`config.mk`:
```
export PLATFORM = sky130hd
export DESIGN_NAME = ks_adder_pipe_flat
export DESIGN_NICKNAME = d
export VERILOG_FILES = /design/src/rtl/ks_pkg.sv /design/src/rtl/ks_adder_pipe_if.sv /design/src/rtl/ks_prefix_row.sv /design/src/rtl/ks_adder_pipe.sv /design/src/flat_wrapper.sv
export SDC_FILE = /design/constraint.sdc
export NUM_CORES = 1
export LEC_CHECK = 0
export ABC_AREA = 1
export BUFFER_PORTS_ARGS = -buffer_cell sky130_fd_sc_hd__buf_2
export CAP_MARGIN = 20
export CORE_MARGIN = 3
export CORE_UTILIZATION = 35
export CTS_CLUSTER_DIAMETER = 60
export DETAILED_ROUTE_END_ITERATION = 8
export PLACE_DENSITY = 0.57
export SLEW_MARGIN = 30
export SYNTH_ARGS = -nofsm -noshare
export SYNTH_HDL_FRONTEND = slang
export SYNTH_SLANG_ARGS = --single-unit
```
`constraint.sdc`:
```
create_clock -name clk -period 2.3 [get_ports clk]
set_clock_uncertainty 0.2 [all_clocks]
set_input_delay 0.345 -clock clk [delete_from_list [all_inputs] [get_ports clk]]
set_output_delay 0.345 -clock clk [all_outputs]
set_load 0.005 [all_outputs]
```
`src/rtl/ks_pkg.sv`:
```
// Shared types and elaboration helpers for the pipelined Kogge-Stone adder.
package ks_pkg;

  // One prefix-tree node: group propagate and group generate.
  typedef struct packed {
    logic p;
    logic g;
  } pg_t;

  // Ceiling log2; clog2(1) = 0.
  function automatic int clog2(input int n);
    int r;
    r = 0;
    while ((1 << r) < n) r++;
    return r;
  endfunction

  // Register stages: one P/G generate stage plus one stage per group of
  // pipe_every prefix levels; the last group shares its stage with the sum.
  function automatic int ks_nstg(input int width, input int pipe_every);
    int lv;
    lv = clog2(width);
    return 1 + (lv + pipe_every - 1) / pipe_every;
  endfunction

endpackage

```
`src/rtl/ks_adder_pipe_if.sv`:
```
// Operand/result handshake bundle for ks_adder_pipe.
interface ks_adder_pipe_if #(
  parameter int WIDTH = 8
);
  logic             in_valid;
  logic             in_ready;
  logic [WIDTH-1:0] a;
  logic [WIDTH-1:0] b;
  logic             cin;
  logic             sub;
  logic             out_valid;
  logic             out_ready;
  logic [WIDTH-1:0] sum;
  logic             cout;
  logic             ovf;

  // Producer of operands / consumer of results.
  modport master (
    output in_valid, a, b, cin, sub, out_ready,
    input  in_ready, out_valid, sum, cout, ovf
  );

  // The adder itself.
  modport slave (
    input  in_valid, a, b, cin, sub, out_ready,
    output in_ready, out_valid, sum, cout, ovf
  );
endinterface

```
`src/rtl/ks_prefix_row.sv`:
```
// One combinational Kogge-Stone prefix row: bit j absorbs bit j-DIST.
module ks_prefix_row
  import ks_pkg::*;
#(
  parameter int WIDTH = 8,
  parameter int DIST  = 1
) (
  input  pg_t [WIDTH-1:0] i_pg,
  output pg_t [WIDTH-1:0] o_pg
);

  // Black cells above DIST; lower bits pass through unchanged.
  always_comb begin
    // NOTE: assign every output a default first so no path leaves it unassigned (no latch).
    o_pg = i_pg;
    for (int j = DIST; j < WIDTH; j++) begin
      o_pg[j].g = i_pg[j].g | (i_pg[j].p & i_pg[j-DIST].g);
      o_pg[j].p = i_pg[j].p & i_pg[j-DIST].p;
    end
  end

endmodule

```
`src/rtl/ks_adder_pipe.sv`:
```
// Pipelined Kogge-Stone adder/subtractor with valid/ready at both ends.
// Stage 0 registers bitwise P/G, middle stages register prefix groups,
// last stage finishes the tree, folds in carry-in and registers the result.
module ks_adder_pipe
  import ks_pkg::*;
#(
  parameter int WIDTH      = 8,
  parameter int PIPE_EVERY = 1
) (
  input logic         clk,
  input logic         rst_n,
  ks_adder_pipe_if.slave bus
);

  localparam int LV   = clog2(WIDTH);
  localparam int NSTG = ks_nstg(WIDTH, PIPE_EVERY);
  localparam int NREG = NSTG - 1;  // P/G register banks ahead of the result stage

  typedef pg_t [WIDTH-1:0] pgv_t;

  logic [NSTG-1:0]  r_v;
  logic [NSTG-1:0]  w_rdy;
  logic [NSTG-1:0]  w_load;

  pgv_t             r_pg   [NREG];
  logic [WIDTH-1:0] r_praw [NREG];   // bitwise a^b_eff, needed for the final XOR
  logic [NREG-1:0]  r_c0;            // effective carry-in, travels with its operands

  pgv_t             w_pg_gen;
  logic [WIDTH-1:0] w_b_eff;
  pgv_t             w_grp [NREG];    // value each P/G bank loads
  pgv_t             w_fin;
  logic [WIDTH:0]   w_carry;
  logic [WIDTH-1:0] w_sum;

  logic [WIDTH-1:0] r_sum;
  logic             r_cout;
  logic             r_ovf;

  // Stage i may load when it is empty or every stage downstream can move.
  always_comb begin
    w_rdy  = '0;
    w_load = '0;
    for (int i = 0; i < NSTG; i++) begin
      w_rdy[i] = bus.out_ready | ~&(r_v | NSTG'((1 << i) - 1));
    end
    w_load[0] = w_rdy[0] & bus.in_valid;
    for (int i = 1; i < NSTG; i++) begin
      w_load[i] = w_rdy[i] & r_v[i-1];
    end
  end

  assign bus.in_ready  = w_rdy[0];
  assign bus.out_valid = r_v[NSTG-1];
  assign bus.sum       = r_sum;
  assign bus.cout      = r_cout;
  assign bus.ovf       = r_ovf;

  // Valid bits advance wherever the stage is ready; bubbles fill in.
  always_ff @(posedge clk or negedge rst_n) begin
    if (!rst_n) begin
      r_v <= '0;
    end else begin
      // NOTE: state registers use non-blocking assignment so every stage samples pre-edge values.
      if (w_rdy[0]) r_v[0] <= bus.in_valid;
      for (int i = 1; i < NSTG; i++) begin
        if (w_rdy[i]) r_v[i] <= r_v[i-1];
      end
    end
  end

  // Bitwise propagate/generate of the effective operands.
  always_comb begin
    w_b_eff = bus.sub ? ~bus.b : bus.b;
    for (int j = 0; j < WIDTH; j++) begin
      w_pg_gen[j].p = bus.a[j] ^ w_b_eff[j];
      w_pg_gen[j].g = bus.a[j] & w_b_eff[j];
    end
  end

  // Prefix levels, with a register bank in front of every PIPE_EVERY-th level.
  for (genvar k = 0; k < LV; k++) begin : g_lvl
    pgv_t w_in;
    pgv_t w_out;
    if (k % PIPE_EVERY == 0) begin : g_from_reg
      assign w_in = r_pg[k / PIPE_EVERY];
    end else begin : g_from_row
      assign w_in = g_lvl[k-1].w_out;
    end
    ks_prefix_row #(
      .WIDTH (WIDTH),
      .DIST  (1 << k)
    ) u_row (
      .i_pg (w_in),
      .o_pg (w_out)
    );
  end

  // Bank 0 takes fresh P/G; bank s takes the output of its group's last level.
  for (genvar s = 0; s < NREG; s++) begin : g_grp
    if (s == 0) begin : g_gen
      assign w_grp[s] = w_pg_gen;
    end else begin : g_tap
      assign w_grp[s] = g_lvl[s*PIPE_EVERY-1].w_out;
    end
  end

  assign w_fin = g_lvl[LV-1].w_out;

  // Payload registers advance with their valid bit and hold while stalled.
  // NOTE: payload carries no reset; only valid bits and visible outputs need a known value.
  always_ff @(posedge clk) begin
    for (int s = 0; s < NREG; s++) begin
      if (w_load[s]) r_pg[s] <= w_grp[s];
    end
    if (w_load[0]) begin
      r_praw[0] <= bus.a ^ w_b_eff;
      r_c0[0]   <= bus.cin ^ bus.sub;
    end
    for (int s = 1; s < NREG; s++) begin
      if (w_load[s]) begin
        r_praw[s] <= r_praw[s-1];
        r_c0[s]   <= r_c0[s-1];
      end
    end
  end

  // Carry into bit j+1 is the [j:0] group with carry-in as generate at bit -1.
  always_comb begin
    w_carry    = '0;
    w_carry[0] = r_c0[NREG-1];
    for (int j = 0; j < WIDTH; j++) begin
      w_carry[j+1] = w_fin[j].g | (w_fin[j].p & r_c0[NREG-1]);
    end
    w_sum = r_praw[NREG-1] ^ w_carry[WIDTH-1:0];
  end

  // Result registers; signed overflow is carry into MSB differing from carry out.
  always_ff @(posedge clk or negedge rst_n) begin
    if (!rst_n) begin
      r_sum  <= '0;
      r_cout <= 1'b0;
      r_ovf  <= 1'b0;
    end else if (w_load[NSTG-1]) begin
      r_sum  <= w_sum;
      r_cout <= w_carry[WIDTH];
      r_ovf  <= w_carry[WIDTH] ^ w_carry[WIDTH-1];
    end
  end

endmodule

```
`src/flat_wrapper.sv`:
```
// flat-port wrapper written by rule: the top's interface ports become plain ports
module ks_adder_pipe_flat import ks_pkg::*;
#(
  parameter int WIDTH      = 8,
  parameter int PIPE_EVERY = 1
)
  (clk, rst_n, bus_in_valid, bus_a, bus_b, bus_cin, bus_sub, bus_out_ready, bus_in_ready, bus_out_valid, bus_sum, bus_cout, bus_ovf);
  ks_adder_pipe_if #(.WIDTH(WIDTH)) bus_i ();
  input logic clk;
  input logic rst_n;
  input wire logic [$bits(bus_i.in_valid)-1:0] bus_in_valid;
  input wire logic [$bits(bus_i.a)-1:0] bus_a;
  input wire logic [$bits(bus_i.b)-1:0] bus_b;
  input wire logic [$bits(bus_i.cin)-1:0] bus_cin;
  input wire logic [$bits(bus_i.sub)-1:0] bus_sub;
  input wire logic [$bits(bus_i.out_ready)-1:0] bus_out_ready;
  output wire logic [$bits(bus_i.in_ready)-1:0] bus_in_ready;
  output wire logic [$bits(bus_i.out_valid)-1:0] bus_out_valid;
  output wire logic [$bits(bus_i.sum)-1:0] bus_sum;
  output wire logic [$bits(bus_i.cout)-1:0] bus_cout;
  output wire logic [$bits(bus_i.ovf)-1:0] bus_ovf;
  assign bus_i.in_valid = bus_in_valid;
  assign bus_i.a = bus_a;
  assign bus_i.b = bus_b;
  assign bus_i.cin = bus_cin;
  assign bus_i.sub = bus_sub;
  assign bus_i.out_ready = bus_out_ready;
  assign bus_in_ready = bus_i.in_ready;
  assign bus_out_valid = bus_i.out_valid;
  assign bus_sum = bus_i.sum;
  assign bus_cout = bus_i.cout;
  assign bus_ovf = bus_i.ovf;
  ks_adder_pipe #(.WIDTH(WIDTH), .PIPE_EVERY(PIPE_EVERY)) u_core (.clk(clk), .rst_n(rst_n), .bus(bus_i));
endmodule
```
==> results.json <==
{
  "p_sw_w": 0.000782,
  "arrival_ps": 1370,
  "h-tree-depth": 3,
  "num_rows": 33,
  "sequentialPowerShare_pct": 61.2,
  "crit_family": "simple AND/OR/NAND/NOR gates",
  "p_total_w": 0.00314,
  "cp_max_fo": 3,
  "setup_tns_ps": 0,
  "synth_edf_count": 65,
  "ys_seq_elements": 79,
  "cts_tree": "built",
  "yosysTopAreaCell": "edfxtp_1",
  "fillers": 793,
  "vias_per_cell": 4.25,
  "top_level_ports": 34,
  "grt_pass1_wl_um": 7460,
  "fin_nets": 320,
  "first_pass_iters": 4,
  "cts_setup_buffers": 0,
  "crit_path_end_kind": "primary output",
  "synth-seq-area-share_pct": 73.4,
  "ctsResizeCount": 0,
  "dp.cells": 381,
  "crit_top_cell": "nor2_2",
  "slew_headroom_pct": 55.0,
  "crit_type": "reg -> out",
  "stdcell_count": 398,
  "tightestPinTransition_ps": 673,
  "fmax_mhz": 523,
  "drive_gt1_share_pct": 19.1,
  "synth.net_count": 273,
  "cts_made_buffers": 9,
  "slowest_delay_ps": 360,
  "synthCells": 242,
  "grt_max_degree": 25,
  "insertion_delay_ps": 340,
  "fin_crit_ps": 1910,
  "syn_area_um2": 3140,
  "p_leak_nw": 1.63,
  "gp_congestion": 0.781,
  "async_reset_ff_share_pct": 17.7,
  "finalSetupViolCount": 0,
  "vias": 1691,
  "gr-total-overflow": 0,
  "io_buffers": 33,
  "antenna_found_initial": 0,
  "hold_class": "in -> reg",
  "clkTransAtPathRegs_ps": 70,
  "diodes": 0,
  "grt_pass1_vias": 1621,
  "crit_path_cell_trace": "nand2_2, nor2_2, inv_1, nor2_2, nand2_1, buf_2",
  "syn_area_per_cell_um2": 13.0,
  "ant_nets": 0,
  "dieArea_um2": 10100,
  "dieHeight_um": 101,
  "p_comb_share_pct": 12.1,
  "core-area_um2": 8460,
  "hpwl_um": 3170,
  "crit_path_top_delay_cell": "dfrtp_1",
  "routed_wl_um": 4390,
  "synth-main-ff-cell": "edfxtp_1",
  "p_int_w": 0.00236,
  "clock-sinks": 79,
  "power_density_nw_per_um2": 867,
  "drc_errors": 0,
  "power_frac_clock_pct": 26.7,
  "area_growth_pct": 15.6,
  "ir_worst_vdd_mv": 0.375,
  "die_w_um": 101,
  "ys_types": 19,
  "synth_top_area_share_pct": 62.3,
  "grt_util_all_layers_pct": 9.67,
  "synth.top_cells.by_count": "edfxtp_1, nand2_1, inv_1",
  "required_ps": 1750,
  "status": "complete, no violations",
  "start_util_pct": 37.0,
  "multi_input_area_um2": 711,
  "ctsLongestPathBuffers": 2,
  "synthTopCellsByArea": "edfxtp_1, dfrtp_1, nand2_1",
  "drv_slew": 0,
  "rsz0062_at_grt": "false",
  "regArea_um2": 2300,
  "cts_root_buf": "clkbuf_8",
  "drtIter0Drc": 51,
  "p_sw_share_pct": 24.9,
  "wl_per_cell_um": 11.0,
  "cp_num_buf_inv": 2,
  "finalCritPeriodShare_pct": 83.1,
  "maxCapViolCount": 0,
  "final_core_util_pct": 42.8,
  "hold_viol": 0,
  "ys.warnings.count": 0,
  "start_kind": "flop"
}
==> power groups by stage <==
stage                     clock, W  sequential [W]  combinational (W)
after global placement           0         0.00195           0.000378
after CTS                 0.000881         0.00193           0.000390
after detailed placement         0         0.00196           0.000385
final                     0.000838         0.00192           0.000381
after floorplan                  0         0.00193           0.000239
after global routing      0.000943         0.00195           0.000450
==> worst reg2reg max path, cell delays in order, from the launching register on <==
cell and delay, ps:
dfrtp_1 390, nand2_2 90, nor2_2 50, inv_1 90, nor2_2 70, nor2_4 520
==> layout by cell type (no fill, tap or decap), drive strengths merged <==
master	count
o21ai	3
ha	9
a21o	8
a21oi	6
nand2	68
xor2	10
nand3	14
buf	36
nand2b	1
dlygate4sd3	2
dfrtp	14
inv	31
nor2	7
or2	4
clkbuf	12
edfxtp	65
clkinv	2
clkinvlp	1
==> through the flow <==
step           hold slack, ps  setup slack, ps  area (um2)
6_report                 69.3              389        3620
5_1_grt                  64.3              224        3620
4_1_cts                  46.6              337        3620
3_5_place_dp             55.4              449        3450
3_3_place_gp             49.0              119        3440
2_1_floorplan            -151             26.3        3140
==> state kept, by name, indices dropped and copies added, names as in the netlist <==
name and cells:
u_core.bus.ovf 1, u_core.r_pg 38, u_core.r_praw 24, u_core.r_v 4
u_core.bus.sum 8, u_core.bus.cout 1, u_core.r_c0 3
==> worst paths after layout <==
| check | slack [ps] | endpoint | startpoint | cells past startpoint |
|---|---|---|---|---|
| worst min register to register | 220 | u_core.r_c0[2]$_DFFE_PP_ | u_core.r_c0[1]$_DFFE_PP_ | 0 |
| min in group asynchronous | 220 | u_core.bus.ovf$_DFFE_PN0P_ | rst_n | 2 |
| worst max register to register | 520 | u_core.r_praw[0][9]$_DFFE_PP_ | u_core.r_v[3]$_DFFE_PN0P_ | 5 |
| max in group asynchronous | 1450 | u_core.bus.sum[2]$_DFFE_PN0P_ | rst_n | 2 |
| worst max-delay path | 390 | bus_in_ready | u_core.r_v[3]$_DFFE_PN0P_ | 6 |
| worst min-delay path | 70 | u_core.r_v[3]$_DFFE_PN0P_ | bus_out_ready | 4 |
==> timing repair <==
item                                    in CTS  in global routing
endpoints found under the setup margin       0                  0
hold endpoints to repair                    15                  0
hold buffers                                 2                  0
==> logic make-up (layout without fill, tap and decap cells) <==
group                    after synthesis  count (layout)  share of synthesized area (%)
XOR/XNOR                              10              10                           2.79
adder cells (fa/ha/maj)                9               9                           3.59
flip-flops                            79              79                           73.4
buffers and inverters                 33              84                           4.23
AND/OR/NAND/NOR                       94              94                           12.6
AO/OA/AOI/OAI                         17              17                           3.35
==> per-layer routing <==
metal  track usage (%)  vias to the layer above  wire, um
met1              12.5                      745      2200
met4              3.42                        0        59
met2              14.1                       43      1870
met5                 0                        -         0
li1                  -                      897         -
met3              4.78                        6       264
==> area by class of cell <==
class / count / share of cell area [%]
Inverter: 31 / 3.21
Sequential cell: 79 / 63.5
Clock buffer: 12 / 3.73
Multi-Input combinational cell: 130 / 19.6
Clock inverter: 3 / 0.587
Timing Repair Buffer: 38 / 5.73
Tap cell: 105 / 3.62
(Power assumes the default switching activity.)
